### src/rtl/sa_operand_feeder.sv
// Operand feeder for the NxN systolic array: buffers one A/B tile, then streams it with diagonal skew.
// Optional macro SA_FEED_TRANSPOSE_EN: in_b beats carry rows of B instead of columns.
module sa_operand_feeder #(
    parameter int unsigned N  = 4,
    parameter int unsigned DW = 8
) (
    input  logic            clk,
    input  logic            reset,
    input  logic            in_valid,
    output logic            in_ready,
    input  logic [N*DW-1:0] in_a,
    input  logic [N*DW-1:0] in_b,
    output logic [N*DW-1:0] a_out,
    output logic [N*DW-1:0] b_out,
    output logic [N-1:0]    a_vld,
    output logic [N-1:0]    b_vld,
    output logic            acc_clr,
    output logic            done,
    output logic            busy
);

    localparam int unsigned BW = (N > 1) ? $clog2(N) : 1;
    localparam int unsigned SW = $clog2(3 * N);
    localparam logic [BW-1:0] LAST_BEAT  = BW'(N - 1);
    localparam logic [SW-1:0] FEED_END   = SW'(2 * N - 2);
    localparam logic [SW-1:0] FLUSH_END  = SW'(3 * N - 2);

    typedef enum logic [1:0] {
        LOAD,
        FEED,
        FLUSH
    } state_t;

    state_t          state;
    logic [BW-1:0]   beat_cnt;
    logic [SW-1:0]   step_cnt;
    logic [DW-1:0]   a_buf [N][N];   // a_buf[row][col] of A
    logic [DW-1:0]   b_buf [N][N];   // b_buf[row][col] of B

    logic            fire_c;
    logic            last_beat_c;
    logic            run_nxt_c;
    logic [SW-1:0]   step_nxt_c;
    logic [N*DW-1:0] a_lane_c;
    logic [N*DW-1:0] b_lane_c;
    logic [N-1:0]    a_vld_lane_c;
    logic [N-1:0]    b_vld_lane_c;

    // Handshake and the step about to be presented after the next edge.
    always_comb begin
        fire_c      = in_valid && in_ready;
        last_beat_c = fire_c && (beat_cnt == LAST_BEAT);
        step_nxt_c  = (state == LOAD) ? '0 : step_cnt + SW'(1);
        run_nxt_c   = last_beat_c || (state == FEED) ||
                      ((state == FLUSH) && (step_cnt != FLUSH_END));
    end

    // Skewed lane values for step_nxt_c; steps past 2N-2 select nothing, so FLUSH is all-zero.
    // Step 0 only needs beat 0, which is already stored when the last beat lands (N >= 2).
    always_comb begin
        a_lane_c     = '0;
        b_lane_c     = '0;
        a_vld_lane_c = '0;
        b_vld_lane_c = '0;
        for (int i = 0; i < int'(N); i++) begin
            if (run_nxt_c && (int'(step_nxt_c) >= i) && (int'(step_nxt_c) < i + int'(N))) begin
                a_lane_c[DW*i +: DW] = a_buf[i][BW'(int'(step_nxt_c) - i)];
                b_lane_c[DW*i +: DW] = b_buf[BW'(int'(step_nxt_c) - i)][i];
                a_vld_lane_c[i]      = 1'b1;
                b_vld_lane_c[i]      = 1'b1;
            end
        end
    end

    // Control FSM, tile buffers and registered outputs.
    always_ff @(posedge clk or posedge reset) begin
        if (reset) begin
            state    <= LOAD;
            beat_cnt <= '0;
            step_cnt <= '0;
            for (int r = 0; r < int'(N); r++) begin
                for (int c = 0; c < int'(N); c++) begin
                    a_buf[r][c] <= '0;
                    b_buf[r][c] <= '0;
                end
            end
            a_out    <= '0;
            b_out    <= '0;
            a_vld    <= '0;
            b_vld    <= '0;
            acc_clr  <= 1'b0;
            done     <= 1'b0;
            busy     <= 1'b0;
            in_ready <= 1'b0;
        end else begin
            a_out   <= a_lane_c;
            b_out   <= b_lane_c;
            a_vld   <= a_vld_lane_c;
            b_vld   <= b_vld_lane_c;
            acc_clr <= last_beat_c;
            done    <= 1'b0;
            case (state)
                LOAD: begin
                    in_ready <= 1'b1;
                    busy     <= 1'b0;
                    if (fire_c) begin
                        for (int i = 0; i < int'(N); i++) begin
                            a_buf[beat_cnt][i] <= in_a[DW*i +: DW];
`ifdef SA_FEED_TRANSPOSE_EN
                            b_buf[beat_cnt][i] <= in_b[DW*i +: DW];
`else
                            b_buf[i][beat_cnt] <= in_b[DW*i +: DW];
`endif
                        end
                        if (last_beat_c) begin
                            state    <= FEED;
                            beat_cnt <= '0;
                            step_cnt <= '0;
                            in_ready <= 1'b0;
                            busy     <= 1'b1;
                        end else begin
                            beat_cnt <= beat_cnt + BW'(1);
                        end
                    end
                end
                FEED: begin
                    in_ready <= 1'b0;
                    busy     <= 1'b1;
                    step_cnt <= step_nxt_c;
                    if (step_cnt == FEED_END) begin
                        state <= FLUSH;
                    end
                end
                FLUSH: begin
                    if (step_cnt == FLUSH_END) begin
                        state    <= LOAD;
                        step_cnt <= '0;
                        done     <= 1'b1;
                        in_ready <= 1'b1;
                        busy     <= 1'b0;
                    end else begin
                        step_cnt <= step_nxt_c;
                    end
                end
                default: begin
                    state <= LOAD;
                end
            endcase
        end
    end

endmodule

### config.mk
export PLATFORM = sky130hd
export DESIGN_NAME = sa_operand_feeder
export DESIGN_NICKNAME = d
export VERILOG_FILES = /design/src/rtl/sa_operand_feeder.sv
export SDC_FILE = /design/constraint.sdc
export NUM_CORES = 1
export LEC_CHECK = 0
export BUFFER_PORTS_ARGS = -buffer_cell sky130_fd_sc_hd__buf_2
export CAP_MARGIN = 20
export CORE_UTILIZATION = 35
export CTS_BUF_LIST = sky130_fd_sc_hd__clkbuf_8
export CTS_CLUSTER_SIZE = 8
export DETAILED_ROUTE_END_ITERATION = 12
export PLACE_DENSITY_LB_ADDON = 0.05
export SKIP_LAST_GASP = 1
export SLEW_MARGIN = 15
export SYNTH_ARGS = -nofsm -noshare
export SYNTH_HDL_FRONTEND = slang
export SYNTH_SLANG_ARGS = --single-unit
### constraint.sdc
create_clock -name clk -period 30.1 [get_ports clk]
set_clock_uncertainty 0.2 [all_clocks]
set_input_delay 1.505 -clock clk [delete_from_list [all_inputs] [get_ports clk]]
set_output_delay 1.505 -clock clk [all_outputs]
set_load 0.05 [all_outputs]
Word level (Yosys, flattened, before mapping)
Index checks and enable logic that the tools add are counted.
- bits in registers: 336
- input bits: 67
- reduce and logical (&&, ||, !) cells: 19
- muxes and demuxes: 75
- bitwise gates (word level): 5
- eq/ne operators: 10
- $add $sub $neg: 5
- order comparisons: 13
- operators by type and width (operator ; number):
    $bwmux W128 ; 4
    $bmux W32 S2 ; 4
    $demux W32 S2 ; 4
    $mux W8 ; 20
    $bwmux W32 ; 4
    $mux W32 ; 3
    $mux W24 ; 3
    $bmux W8 S2 ; 4
    $mux W16 ; 3
    $demux W8 S2 ; 1
    $lt A4 B3 Y1 const B ; 4
    $mux W4 ; 4
    $ge A2 B3 Y1 const B ; 4
    $mux W1 ; 12
    $pmux W4 S3 ; 1
    $logic_and A1 B1 Y1 ; 11
    $mux W2 ; 5
    $ge A4 B2 Y1 const B ; 2
    $not A2 Y2 ; 4
    $pmux W1 S3 ; 2
    $pmux W2 S3 ; 1
    $add A4 B1 Y4 const B ; 1
    $eq A2 B2 Y1 const B ; 2
    $eq A4 B3 Y1 const B ; 1
    other kinds (18) ; 23

Longest topological paths before layout
Gate-level depths: netlist (run 1).
- depth after elaboration: 9
- depth in mapped cells: 12
- gate-level depth less buffers: 9

Least setup slack after synthesis (run 1)
No wires, ideal clock.
- kind: reg2reg
- start point: reg step_cnt[0]
- end point: reg a_out[31]
- arrival: 2.756 ns
- slack: 27.026 ns
- required time: 29.782 ns
- period minus slack after synthesis: 3.074 ns
- cell stages (with the launch flop): 10
- setup time: 0.118 ns
- cells stage by stage: dfrtp_1 > clkinv_1 > clkbuf_1 > ha_1 > inv_1 > nand2_1 > ha_1 > clkbuf_1 > mux4_2 > and2b_1
- longest elaborated chain between the ends: 8
- elaborated cells on any way between the ends: 15
- classes of those cells: add/sub: 2; order compare: 2; eq/ne: 1; mux: 5; bitwise: 1; reduce/logical: 4
- ends and longest elaborated chain (what ; RTL line ; source):
    from (decl) ; 36 ; logic [SW-1:0] step_cnt;
    from (signal assigned) ; 129 ; step_cnt <= step_nxt_c;
    from (signal assigned) ; 142 ; step_cnt <= step_nxt_c;
    $add A4 B1 Y4 ; 53 ; step_nxt_c = (state == LOAD) ? '0 : step_cnt + SW'(1);
    $mux W4 ; 53 ;
    $sub A2 B2 Y2 ; 67 ; a_lane_c[DW*i +: DW] = a_buf[i][BW'(int'(step_nxt_c) - i)];
    $not A2 Y2 (not written as such) ; 67 ;
    $bmux W8 S2 ; 67 ;
    $mux W8 (not written as such) (2 in a row) ; 67 ;
    $mux W8 * ; 66 ; if (run_nxt_c && (int'(step_nxt_c) >= i) && (int'(step_nxt_c) < i + int'(N))) begin
    via a_lane_c[31] ; 44 ; logic [N*DW-1:0] a_lane_c;
    to (signal assigned) ; 96 ; a_out <= a_lane_c;
    to (decl) ; 13 ; output logic [N*DW-1:0] a_out,
The timed path passes the listed nets; every way through them passes the cells marked *. The select of a mux whose other input is x is not followed.
A chain may end at the register's enable or synchronous reset.

Worst setup path in the final report (run 1)
- start point: reg step_cnt[0]
- end point: reg b_out[28]
- longest elaborated chain between the ends: 8
- elaborated cells on any way between the ends: 15
- classes of those cells: add/sub: 2; order compare: 2; eq/ne: 1; mux: 5; bitwise: 1; reduce/logical: 4
- ends and longest elaborated chain (what ; RTL line ; source):
    $add A4 B1 Y4 ; 53 ;
    $mux W4 ; 53 ;
    $sub A2 B2 Y2 ; 68 ; b_lane_c[DW*i +: DW] = b_buf[BW'(int'(step_nxt_c) - i)][i];
    $not A2 Y2 (not written as such) ; 68 ;
    $bmux W32 S2 ; 68 ;
    $mux W8 (not written as such) (2 in a row) ; 68 ;
    $mux W8 * ; 66 ;
    via b_lane_c[28] ; 45 ; logic [N*DW-1:0] b_lane_c;
    to (signal assigned) ; 97 ; b_out <= b_lane_c;
    to (decl) ; 14 ; output logic [N*DW-1:0] b_out,
Marked as above.

==> metrics.log, run 1 <==
[metrics] outcome: completed
[metrics] H-Tree Level Count: 2
[metrics] number of inserted diodes: 0
[metrics] post-route setup TNS: 0 ns
[metrics] Setup violations, final: 0
[metrics] leading area contributor after synthesis: sky130_fd_sc_hd__dfrtp_1
[metrics] Num Clock Sinks: 336
[metrics] dpl ws: 25.71 ns
[metrics] critical register-to-register path startpoint: step_cnt[0]
[metrics] post-CTS sizing: 0
[metrics] Top Ports: 143
[metrics] endpoint required time on the critical path: 30.42 ns
[metrics] Post-CTS Hold Fix Bufs: 0
[metrics] register bit total from synthesis: 336
[metrics] post-route standard cell area excluding fillers: 16500 um2
[metrics] Worst Hold Class: register to register
[metrics] Hold Path Origin: a_buf[68]
[metrics] Root Buffer Master: sky130_fd_sc_hd__clkbuf_8
[metrics] Post-CTS Setup Bufs: 0
[metrics] residual antenna-violating net count after detailed routing: 0
[metrics] Mapped Cells: 913
[metrics] kind of critical path: register to register
[metrics] wire length of the first global-routing pass: 55900 um
[metrics] highest net fanout along the worst path: 17
[metrics] number of port buffers: 142
[metrics] number of standard cells in the layout, taps in and fillers out: 1645
[metrics] placer's final routability congestion estimate: 0.705
[metrics] sequential fraction of the synthesis area: 0.598
[metrics] # DRC: 0
[metrics] Area growth syn-to-layout: 17.1%
[metrics] Global Route Usage Sum: 0.184
[metrics] detail-routed net length per standard cell: 22.2 um
[metrics] global-route congestion overflow total: 0
[metrics] reg2reg setup slack: 26.01 ns
[metrics] Arrival @ worst endpoint: 4.41 ns
[metrics] main area contributors after synthesis: sky130_fd_sc_hd__dfrtp_1, sky130_fd_sc_hd__mux2_2, sky130_fd_sc_hd__mux4_2, sky130_fd_sc_hd__nor2b_1, sky130_fd_sc_hd__buf_2
[metrics] row count: 73
[metrics] number of cells traversed by the worst register-to-register path: 10
[metrics] CTS Buf Count: 60
[metrics] most frequent cells in the layout: sky130_fd_sc_hd__dfrtp_1, sky130_fd_sc_hd__mux2_2, sky130_fd_sc_hd__buf_2
[metrics] CTS tree: done
[metrics] peak clock frequency supported by timing: 245 MHz
[metrics] syn_nets: 993
[metrics] maximum number of pins on one net before global-route repair: 163
[metrics] router iterations before antenna repair: 6
[metrics] slew at the pin with the worst max-slew slack: 1.05 ns
[metrics] number of distinct library cell variants in the gate-level netlist after synthesis: 51
[metrics] final hold violations: 0
[metrics] overall routed net length: 36500 um
[metrics] maximum clock path buffer count: 3
[metrics] ratio of final minimum period to clock period: 0.136
[metrics] average instance area after synthesis: 15.4 um2
[metrics] Core ar.: 39700 um2
[metrics] number of flops mapped to enable cells by yosys: 0
[metrics] fraction of final layout cells with drive strength greater than 1: 0.500
[metrics] Mapped Area: 14100 um2
[metrics] area share of the largest cell type after synthesis: 0.598
[metrics] total vias in the final route: 8246
[metrics] post-DP HPWL: 21700 um
[metrics] depth of the worst hold-timing path: 1
[metrics] WHS: 0.298 ns
[metrics] largest voltage drop on the vdd net: 0.0463 mV
[metrics] Synth Flop Type: sky130_fd_sc_hd__dfrtp_1
[metrics] static leakage power: 7.79 nW
[metrics] capturing element type of the critical path: register
[metrics] violation count after the first detailed-route iteration: 393
[metrics] Starting Density: 0.354
[metrics] Synth warnings: 0
[metrics] MaxCap Viol Count: 0
[metrics] final max-slew violation count: 0
[metrics] time the worst path needs with I/O delays and setup: 4.09 ns
[metrics] Placed Area: 15300 um2
[metrics] worst hold path endpoint: a_buf[68]
[metrics] unrepaired setup endpoints after global routing: false
[metrics] vias in the first global route: 8828
[metrics] Vert. Die Dim: 202 um
[metrics] total die area: 41000 um2
[metrics] Placed Instances: 1536
[metrics] ys async rst share: 1.00
[metrics] Crit Reg-Reg Endpoint: b_out[28]
[metrics] Slew Limit Headroom: 0.303
[metrics] total number of nets in the final design: 1154
[metrics] power density over the cells: 117 nW/um2
[metrics] Worst-Skew Late Latency: 0.65 ns
[metrics] number of antenna violations at the first check in global routing: 0
[metrics] leading cell type in the layout, fill and taps excluded: sky130_fd_sc_hd__dfrtp_1
[metrics] Die Span X: 202 um
[metrics] fin worst setup slack: 26.01 ns
[metrics] kind of start point of the critical path: register
[metrics] Clock Pin Slew Worst Setup and Hold Paths: 0.06 ns
[metrics] Via density: 5.01
==> where the power goes <==
| part | leakage (nW) | internal, W | switching [W] |
|---|---|---|---|
| sequential | 4.18 | 0.000648 | 0.0000914 |
| clock | 0.707 | 0.000227 | 0.000190 |
| combinational | 2.91 | 0.000380 | 0.000398 |
| total | 7.79 | 0.00125 | 0.000679 |
==> state kept, by name (all words and copies together) (netlist names) <==
signal / count
acc_clr: 1
a_out: 32
a_buf: 128
beat_cnt: 2
state: 2
done: 1
b_buf: 128
in_ready: 1
step_cnt: 4
b_out: 32
b_vld: 4
busy: 1
==> critical path, cell delays in order, from the launching register on <==
cell,delay (ns)
sky130_fd_sc_hd__dfrtp_1,0.34
sky130_fd_sc_hd__clkinv_1,0.62
sky130_fd_sc_hd__ha_1,0.57
sky130_fd_sc_hd__inv_1,0.18
sky130_fd_sc_hd__nand2_1,0.15
sky130_fd_sc_hd__inv_1,0.62
sky130_fd_sc_hd__ha_1,0.30
sky130_fd_sc_hd__nor3_1,0.08
sky130_fd_sc_hd__o211ai_4,0.59
sky130_fd_sc_hd__buf_16,0.23
sky130_fd_sc_hd__nor2b_1,0.06
==> how the worst max path moves through the flow <==
| stage | startpoint | endpoint |
|---|---|---|
| floorplan | reset | a_buf[0] |
| detailed placement | step_cnt[0] | a_out[31] |
| CTS | step_cnt[0] | a_out[31] |
| global route | step_cnt[0] | b_out[28] |
| finish | step_cnt[0] | b_out[28] |
| global placement | step_cnt[0] | a_out[31] |
==> Yosys cell counts, types with 2 or more instances <==
cell,count
sky130_fd_sc_hd__a22o_1,2
sky130_fd_sc_hd__o31ai_1,2
sky130_fd_sc_hd__dfrtp_1,336
sky130_fd_sc_hd__nand2_1,5
sky130_fd_sc_hd__a21o_1,2
sky130_fd_sc_hd__a222oi_1,14
sky130_fd_sc_hd__nor2b_1,30
sky130_fd_sc_hd__mux2i_1,15
sky130_fd_sc_hd__o21ai_2,2
sky130_fd_sc_hd__ha_1,13
sky130_fd_sc_hd__a21oi_1,3
sky130_fd_sc_hd__nand3_1,2
sky130_fd_sc_hd__buf_6,3
sky130_fd_sc_hd__nand3b_1,2
sky130_fd_sc_hd__o21a_1,2
sky130_fd_sc_hd__nor4bb_1,2
sky130_fd_sc_hd__mux2_2,275
sky130_fd_sc_hd__nor3_1,2
sky130_fd_sc_hd__a211oi_1,3
sky130_fd_sc_hd__mux4_2,32
sky130_fd_sc_hd__xnor2_1,2
sky130_fd_sc_hd__buf_4,5
sky130_fd_sc_hd__inv_1,14
sky130_fd_sc_hd__nor2b_2,2
sky130_fd_sc_hd__o22ai_1,19
sky130_fd_sc_hd__buf_2,37
sky130_fd_sc_hd__nor2_1,40
sky130_fd_sc_hd__clkbuf_1,7
sky130_fd_sc_hd__nand2_2,4
sky130_fd_sc_hd__a2bb2oi_1,15
==> final cells by class <==
type / count / area [um2]
flip-flops and latches: 336 / 8410
inverters: 16 / 67.6
clock buffers: 77 / 1060
well taps: 525 / 657
clock inverters: 31 / 125
multi-input cells: 508 / 5340
repair buffers: 152 / 818
fillers: 3765 / 23300
==> cell families (layout without fill, tap and decap cells) <==
| kind of cell | after synthesis | count (layout) | synth area share |
|---|---|---|---|
| compound gates | 70 | 70 | 0.0410 |
| xor+xnor | 2 | 2 | 0.00125 |
| fa+ha+maj | 13 | 13 | 0.0116 |
| buf+inv | 69 | 276 | 0.0246 |
| flops | 336 | 336 | 0.598 |
| mux | 323 | 323 | 0.284 |
| simple gates | 100 | 100 | 0.0404 |
==> per-stage QoR <==
stage / util / total power (W)
6_report: 0.415 / 0.00193
5_1_grt: 0.415 / 0.00206
4_1_cts: 0.414 / 0.00197
3_5_place_dp: 0.384 / 0.00154
3_3_place_gp: 0.384 / 0.00153
2_1_floorplan: - / 0.00133
==> per-layer routing <==
metal  vias to the layer above  track usage  wire length (um)
li1                       3646            -                 -
met1                      4352        0.252             17000
met2                       175        0.289             17000
met3                        73       0.0339              1420
met4                         0       0.0722              1130
met5                         -            0                 0
Power figures use the tool's default switching activity.
==> run 2: changes to the inputs <==
clock period = 3.45 ns   (was 30.1 ns; I/O delays follow)
==> run 2 against run 1 <==
Effect of this change:
- clock power grew to 8.3 times the previous value
- highest routed layer unchanged
- cell count is 4.7% higher
- via count grew 4.9%
- first-iteration DRC count grew 0.25%
- combinational power rose to 9.2 times the previous value
- critical endpoint is now a_buf[69]
- largest power group unchanged
==> metrics.log, run 2 (synthesized netlist as in run 1, its figures left out) <==
[metrics] Via density: 5.02 (+0.15%)
[metrics] GR Util met1: 0.273 (+0.0206)
[metrics] largest voltage drop on the vdd net: 0.426 mV (+820%)
[metrics] row count: 73 (unchanged)
[metrics] leading cell type in the layout, fill and taps excluded: sky130_fd_sc_hd__dfrtp_1
[metrics] CTS tree: done
[metrics] Clock Pin Slew Worst Setup and Hold Paths: 0.06 ns (about the same)
[metrics] detail-routed net length per standard cell: 22.2 um (about the same)
[metrics] maximum clock path buffer count: 3 (unchanged)
[metrics] wire length of the first global-routing pass: 58600 um (+4.8%)
[metrics] violation count after the first detailed-route iteration: 394 (+0.25%)
[metrics] utilization after layout: 0.435 (+0.0203)
[metrics] CP cell instances: inv_1, ha_1, buf_4, and3_1, nand2_4, buf_4, mux2_2
[metrics] cell type with the highest occurrence count on the critical path: sky130_fd_sc_hd__buf_4
[metrics] time the worst path needs with I/O delays and setup: 2.98 ns (-1.10 ns)
[metrics] kind of start point of the critical path: register
[metrics] Worst-Skew Late Latency: 0.63 ns (-0.02 ns)
[metrics] overall routed net length: 38300 um (+4.8%)
[metrics] endpoint required time on the critical path: 3.74 ns (-26.68 ns)
[metrics] total die area: 41000 um2 (unchanged)
[metrics] Arrival @ worst endpoint: 3.28 ns (-1.13 ns)
[metrics] power share of the sequential group: 0.377 (-0.005)
[metrics] most frequent cells in the layout: sky130_fd_sc_hd__dfrtp_1, sky130_fd_sc_hd__mux2_2, sky130_fd_sc_hd__buf_2
[metrics] registers with the most flip-flops: a_buf x128, b_buf x128
[metrics] post-CTS sizing: 0 (unchanged)
[metrics] Setup violations, final: 0 (unchanged)
[metrics] Die Span X: 202 um (unchanged)
[metrics] residual antenna-violating net count after detailed routing: 0 (unchanged)
[metrics] number of port buffers: 142 (unchanged)
[metrics] unrepaired setup endpoints after global routing: false
[metrics] slew at the pin with the worst max-slew slack: 0.915 ns (-0.131 ns)
[metrics] final max-slew violation count: 0 (unchanged)
[metrics] switching power summed over all nets: 0.00604 W (+790%)
[metrics] post-DP HPWL: 24100 um (+11%)
[metrics] total number of nets in the final design: 1244 (+7.8%)
[metrics] Area growth syn-to-layout: 22.9%
[metrics] Global Route met3 Usage: 0.0291 (-0.00482)
[metrics] Vert. Die Dim: 202 um (unchanged)
[metrics] number of inserted diodes: 0 (unchanged)
[metrics] peak clock frequency supported by timing: 335 MHz (+37%)
[metrics] final hold violations: 0 (unchanged)
[metrics] placer's final routability congestion estimate: 0.732 (+3.8%)
[metrics] Worst Hold Class: input pin to register
[metrics] outcome: completed
[metrics] internal power summed over all cells: 0.0110 W (+780%)
[metrics] switching power as a share of total power: 0.354 (+0.00230)
[metrics] # DRC: 0 (unchanged)
[metrics] Root Buffer Master: sky130_fd_sc_hd__clkbuf_8
[metrics] met2 demand-to-capacity share in global routing: 0.301 (+0.0120)
[metrics] capturing element type of the critical path: register
[metrics] final-layout fill cell count: 3682 (-2.2%)
[metrics] number of antenna violations at the first check in global routing: 0 (unchanged)
[metrics] Top Ports: 143 (unchanged)
[metrics] Logic pwr share: 0.421 (+0.019)
[metrics] cell with the largest stage delay on the worst path: sky130_fd_sc_hd__and3_1
[metrics] CTS Buf Count: 58 (-3.3%)
[metrics] Global Route Usage Sum: 0.193 (+0.00877)
[metrics] vias in the first global route: 9099 (+3.1%)
[metrics] highest net fanout along the worst path: 32 (+15)
[metrics] WHS: 0.176 ns (-0.121 ns)
[metrics] router iterations before antenna repair: 5 (-1)
[metrics] MaxCap Viol Count: 0 (unchanged)
[metrics] H-Tree Level Count: 2 (unchanged)
[metrics] total vias in the final route: 8650 (+4.9%)
[metrics] delay of the slowest cell on the worst path: 0.54 ns (-0.08 ns)
[metrics] busiest grt layer: met2
[metrics] global-route congestion overflow total: 0 (unchanged)
[metrics] Slew Limit Headroom: 0.388 (+0.0855)
[metrics] ratio of final minimum period to clock period: 0.865 (+0.729)
[metrics] maximum number of pins on one net before global-route repair: 90 (-45%)
[metrics] kind of critical path: register to register
[metrics] part of the power in the clock network: 0.203 (-0.013)
[metrics] fraction of final layout cells with drive strength greater than 1: 0.484 (-0.0159)
[metrics] Num Clock Sinks: 336 (unchanged)
[metrics] static leakage power: 8.14 nW (+4.5%)
[metrics] Starting Density: 0.354 (unchanged)
[metrics] Core ar.: 39700 um2 (unchanged)
[metrics] power density over the cells: 988 nW/um2 (+740%)
## run 2: worst max-delay path: cells and delay by family, from the launching register on
kind                       cells  cell delay, ns
and+or+nand+nor                2            0.83
buffers and inverters          3            0.82
DFF                            1            0.39
muxes                          1            0.34
adders and majority gates      1            0.22
## run 2: final cells by class
class                           instances  area, um2  share of cell area
Clock buffer                           73       1000              0.0581
Clock inverter                         21       81.3             0.00470
Inverter                               16       63.8             0.00369
Multi-Input combinational cell        508       5340               0.309
Sequential cell                       336       8410               0.486
Tap cell                              525        657              0.0380
Timing Repair Buffer                  244       1730               0.100
## run 2: final timing paths
check	slack (ns)	depth (start not counted)	end	startpoint
setup / recovery	0.47	7	a_buf[69]	state[1]
setup reg to reg	0.47	7	a_buf[69]	state[1]
hold reg to reg	0.30	1	a_buf[73]	a_buf[73]
min in group asynchronous	0.49	4	a_out[31]	reset
max in group asynchronous	1.64	6	b_buf[120]	reset
hold / removal	0.18	3	b_buf[95]	in_b[15]
## run 2: routing by layer
| metal | up-vias | share of wire |
|---|---|---|
| met5 | - | 0 |
| met2 | 176 | 0.47 |
| met3 | 67 | 0.031 |
| li1 | 3824 | - |
| met4 | 0 | 0.025 |
| met1 | 4583 | 0.48 |
## run 2: timing repair
action,CTS,global route
hold buffers,67,0
endpoints found under the hold margin,532,0
buffers inserted,0,0
## run 2: metrics by stage
stage | setup TNS (ns) | instance area [um2] | std cells | power, W | setup slack, ns
2_1_floorplan | -474.80 | 14100 | 913 | 0.0116 | -1.41
3_3_place_gp | 0 | 15500 | 1562 | 0.0137 | 0.468
3_5_place_dp | 0 | 15500 | 1562 | 0.0137 | 0.469
4_1_cts | 0 | 17300 | 1723 | 0.0174 | 0.460
5_1_grt | 0 | 17300 | 1723 | 0.0182 | 0.278
6_report | 0 | 17300 | 1723 | 0.0171 | 0.466
## run 2: power by group through the flow
| stage | Sequential [W] | Combinational, W | Clock, W |
|---|---|---|---|
| after floorplan | 0.00680 | 0.00481 | 0 |
| after global placement | 0.00648 | 0.00720 | 0 |
| after detailed placement | 0.00650 | 0.00725 | 0 |
| after CTS | 0.00644 | 0.00733 | 0.00361 |
| after global routing | 0.00666 | 0.00774 | 0.00378 |
| final | 0.00643 | 0.00719 | 0.00346 |
==> run 3: changes to the inputs <==
ABC_AREA = 1   (was default)
==> run 3 against run 2 <==
Effect of this change:
- first-iteration DRC count is 86% higher
- wire length is 15% higher
- sequential share of layout area is 0.21 points higher
- clock power is 4% higher
- worst setup slack better by 0.22 ns
- clock-buffer cell count is 2 lower
- core utilization is 0.38 points lower
- hold slack worse by 0.14 ns
- critical path type unchanged
- register-to-register slack better by 0.22 ns
- largest power group unchanged
- maximum frequency is 8.0% higher
- final area is 0.43% lower
- critical endpoint is now a_out[28]
==> metrics.log, run 3 <==
[metrics] outcome: completed
[metrics] Worst Hold Class: input pin to async pin
[metrics] average instance area after synthesis: 8.70 um2 (-44%)
[metrics] wire length of the first global-routing pass: 68400 um (+17%)
[metrics] ys async rst share: 1.00 (unchanged)
[metrics] number of standard cells in the layout, taps in and fillers out: 2399 (+39%)
[metrics] library cell with the highest instance count after synthesis: sky130_fd_sc_hd__dfrtp_1
[metrics] leading area contributor after synthesis: sky130_fd_sc_hd__dfrtp_1
[metrics] critical register-to-register path startpoint: state[0]
[metrics] Mapped Area: 14200 um2 (+1.2%)
[metrics] static leakage power: 8.93 nW (+9.6%)
[metrics] Via density: 4.76 (-5.1%)
[metrics] delay-heaviest family, CP: simple AND/OR/NAND/NOR gates
[metrics] footprint of the multi-input gates: 4720 um2 (-12%)
[metrics] Area growth syn-to-layout: 20.9%
[metrics] register bit total from synthesis: 336 (unchanged)
[metrics] ratio of final minimum period to clock period: 0.801 (-0.0638)
[metrics] final-layout fill cell count: 4092 (+11%)
[metrics] busiest grt layer: met2
[metrics] Placed Instances: 2228 (+43%)
[metrics] Vert. Die Dim: 204 um (+0.61%)
[metrics] total number of nets in the final design: 1910 (+54%)
[metrics] start point of the critical path: state[0]
[metrics] GR Util met1: 0.286 (+0.0130)
[metrics] sequential fraction of the synthesis area: 0.590 (-0.00724)
[metrics] Clock Pin Slew Worst Setup and Hold Paths: 0.06 ns (about the same)
[metrics] Placed Area: 15400 um2 (-0.77%)
[metrics] Global Route Usage Sum: 0.218 (+0.0251)
[metrics] peak clock frequency supported by timing: 362 MHz (+8.0%)
[metrics] Global Route met3 Usage: 0.0342 (+0.00514)
[metrics] cell with the largest stage delay on the worst path: sky130_fd_sc_hd__nand3_2
[metrics] Die Span X: 204 um (+0.61%)
[metrics] reg2reg setup slack: 0.69 ns (+0.22 ns)
[metrics] Crit Reg-Reg Endpoint: a_out[28]
[metrics] Top Ports: 143 (unchanged)
[metrics] kind of critical path: register to register
[metrics] CTS Buf Count: 59 (+1.7%)
[metrics] fraction of final layout cells with drive strength greater than 1: 0.144 (-0.341)
[metrics] detail-routed net length per standard cell: 18.4 um (-17%)
[metrics] leading cell type in the layout, fill and taps excluded: sky130_fd_sc_hd__dfrtp_1
[metrics] Stages on worst setup path: 9 (+2)
[metrics] most used standard cells in the synthesized netlist: sky130_fd_sc_hd__dfrtp_1, sky130_fd_sc_hd__nand2_1, sky130_fd_sc_hd__o21ai_1, sky130_fd_sc_hd__nor2_1, sky130_fd_sc_hd__inv_1
[metrics] post-route standard cell area excluding fillers: 17200 um2 (-0.43%)
[metrics] maximum clock path buffer count: 3 (unchanged)
[metrics] violation count after the first detailed-route iteration: 732 (+86%)
[metrics] met2 demand-to-capacity share in global routing: 0.362 (+0.0606)
[metrics] router iterations before antenna repair: 5 (unchanged)
[metrics] number of port buffers: 142 (unchanged)
[metrics] highest net fanout along the worst path: 35 (+9.4%)
[metrics] Arrival @ worst endpoint: 3.12 ns (-0.16 ns)
[metrics] total die area: 41500 um2 (+1.2%)
[metrics] most frequent cells in the layout: sky130_fd_sc_hd__dfrtp_1, sky130_fd_sc_hd__nand2_1, sky130_fd_sc_hd__o21ai_1
[metrics] largest voltage drop on the vdd net: 0.636 mV (+49%)
[metrics] Worst-Skew Late Latency: 0.64 ns (about the same)
[metrics] # DRC: 0 (unchanged)
[metrics] capturing element type of the critical path: register
[metrics] vias in the first global route: 11.5k (+26%)
[metrics] number of cells traversed by the worst register-to-register path: 9 (+2)
[metrics] WHS: 0.0393 ns (-0.137 ns)
[metrics] maximum number of pins on one net before global-route repair: 115 (+28%)
[metrics] CP cell instances: inv_1, ha_1, nor2_4, buf_4, ha_1, nand2_1, nand2_1, nand3_2, nor2_1
[metrics] final max-slew violation count: 0 (unchanged)
[metrics] unrepaired setup endpoints after global routing: false
[metrics] number of buffer and inverter stages on the critical path: 2 (-1)
[metrics] Synth warnings: 0 (unchanged)
[metrics] kind of start point of the critical path: register
[metrics] H-Tree Level Count: 2 (unchanged)
[metrics] final hold violations: 0 (unchanged)
[metrics] CTS tree: done
[metrics] Starting Density: 0.357 (+0.00271)
[metrics] registers with the most flip-flops: a_buf x128, b_buf x128
[metrics] global-route congestion overflow total: 0 (unchanged)
[metrics] Slew Limit Headroom: 0.481 (+0.0932)
[metrics] overall routed net length: 44000 um (+15%)
[metrics] main area contributors after synthesis: sky130_fd_sc_hd__dfrtp_1, sky130_fd_sc_hd__o21ai_1, sky130_fd_sc_hd__nand2_1, sky130_fd_sc_hd__nor2_1, sky130_fd_sc_hd__o21ai_0
[metrics] endpoint required time on the critical path: 3.81 ns (+0.07 ns)
[metrics] number of distinct library cell variants in the gate-level netlist after synthesis: 24 (-53%)
[metrics] time the worst path needs with I/O delays and setup: 2.76 ns (-0.220 ns)
[metrics] MaxCap Viol Count: 0 (unchanged)
[metrics] Register Area: 8410 um2 (unchanged)
[metrics] Post-CTS Setup Bufs: 0 (unchanged)
[metrics] number of flops mapped to enable cells by yosys: 0 (unchanged)
[metrics] power density over the cells: 935 nW/um2 (-5.4%)
[metrics] residual antenna-violating net count after detailed routing: 0 (unchanged)
[metrics] post-DP HPWL: 27600 um (+14%)
[metrics] Root Buffer Master: sky130_fd_sc_hd__clkbuf_8
[metrics] number of inserted diodes: 0 (unchanged)
[metrics] syn_nets: 1718 (+73%)
[metrics] Mapped Cells: 1638 (+79%)
[metrics] Setup violations, final: 0 (unchanged)
[metrics] Num Clock Sinks: 336 (unchanged)
[metrics] slew at the pin with the worst max-slew slack: 0.776 ns (-0.139 ns)
[metrics] placer's final routability congestion estimate: 0.781 (+6.7%)
[metrics] total vias in the final route: 11.4k (+32%)
[metrics] Synth Flop Type: sky130_fd_sc_hd__dfrtp_1
[metrics] Core ar.: 39900 um2 (+0.46%)
[metrics] number of antenna violations at the first check in global routing: 0 (unchanged)
[metrics] CP Capture Point: a_out[28]
[metrics] area share of the largest cell type after synthesis: 0.590 (-0.00724)
[metrics] delay of the slowest cell on the worst path: 0.44 ns (-0.10 ns)
[metrics] row count: 73 (unchanged)
-- run 3: how the worst min path moves through the flow --
stage	from	end	slack, ns	cells past startpoint
2_1_floorplan	in_b[3]	b_buf[107]	0.16	2
3_3_place_gp	reset	done	0.15	2
3_5_place_dp	reset	done	0.14	2
4_1_cts	reset	done	0.007	3
5_1_grt	reset	b_out[0]	0.06	3
6_report	reset	b_out[0]	0.04	3
-- run 3: worst min-delay path, stage by stage --
cell and delay, ns:
sky130_fd_sc_hd__dlygate4sd3_1 0.54, sky130_fd_sc_hd__buf_2 0.13, sky130_fd_sc_hd__clkinvlp_4 0.52
-- run 3: repair_timing --
item | 4_1_cts | 5_1_grt
gates resized for setup | 0 | 0
endpoints found under the hold margin | 456 | 0
hold buffers | 66 | 0
-- run 3: per-layer routing --
metal,wire [um],vias up
met1,19700,5483
met3,1820,61
li1,-,5633
met5,0,-
met4,1250,0
met2,21300,250
-- run 3: logic make-up (layout without fill, tap and decap cells) --
kind of cell | Yosys count | count (layout) | synth area share
AND/OR/NAND/NOR | 587 | 587 | 0.162
AO/OA/AOI/OAI | 441 | 441 | 0.157
flip-flops | 336 | 336 | 0.590
buffers and inverters | 261 | 497 | 0.0801
adder cells (fa/ha/maj) | 13 | 13 | 0.0114
-- run 3: final cells by class --
cell class | instances | area share
Tap cell | 525 | 0.0382
Sequential cell | 336 | 0.488
Inverter | 156 | 0.0342
Clock buffer | 71 | 0.0568
Clock inverter | 34 | 0.00952
Timing Repair Buffer | 236 | 0.0984
Multi-Input combinational cell | 1041 | 0.274
-- run 3: power breakdown --
group	total (W)	internal (W)	leakage [nW]	switching, W
combinational	0.00626	0.00203	3.91	0.00423
sequential	0.00623	0.00548	4.32	0.000751
clock	0.00359	0.00192	0.688	0.00168
-- run 3: metrics by stage --
step | TNS (ns) | utilization | worst slack [ns] | power (W)
after floorplan | -474.80 | - | -1.41 | 0.0108
after global placement | 0 | 0.386 | 0.701 | 0.0125
after detailed placement | 0 | 0.386 | 0.613 | 0.0126
after CTS | 0 | 0.431 | 0.621 | 0.0164
after global routing | 0 | 0.431 | 0.397 | 0.0175
final | 0 | 0.431 | 0.686 | 0.0161
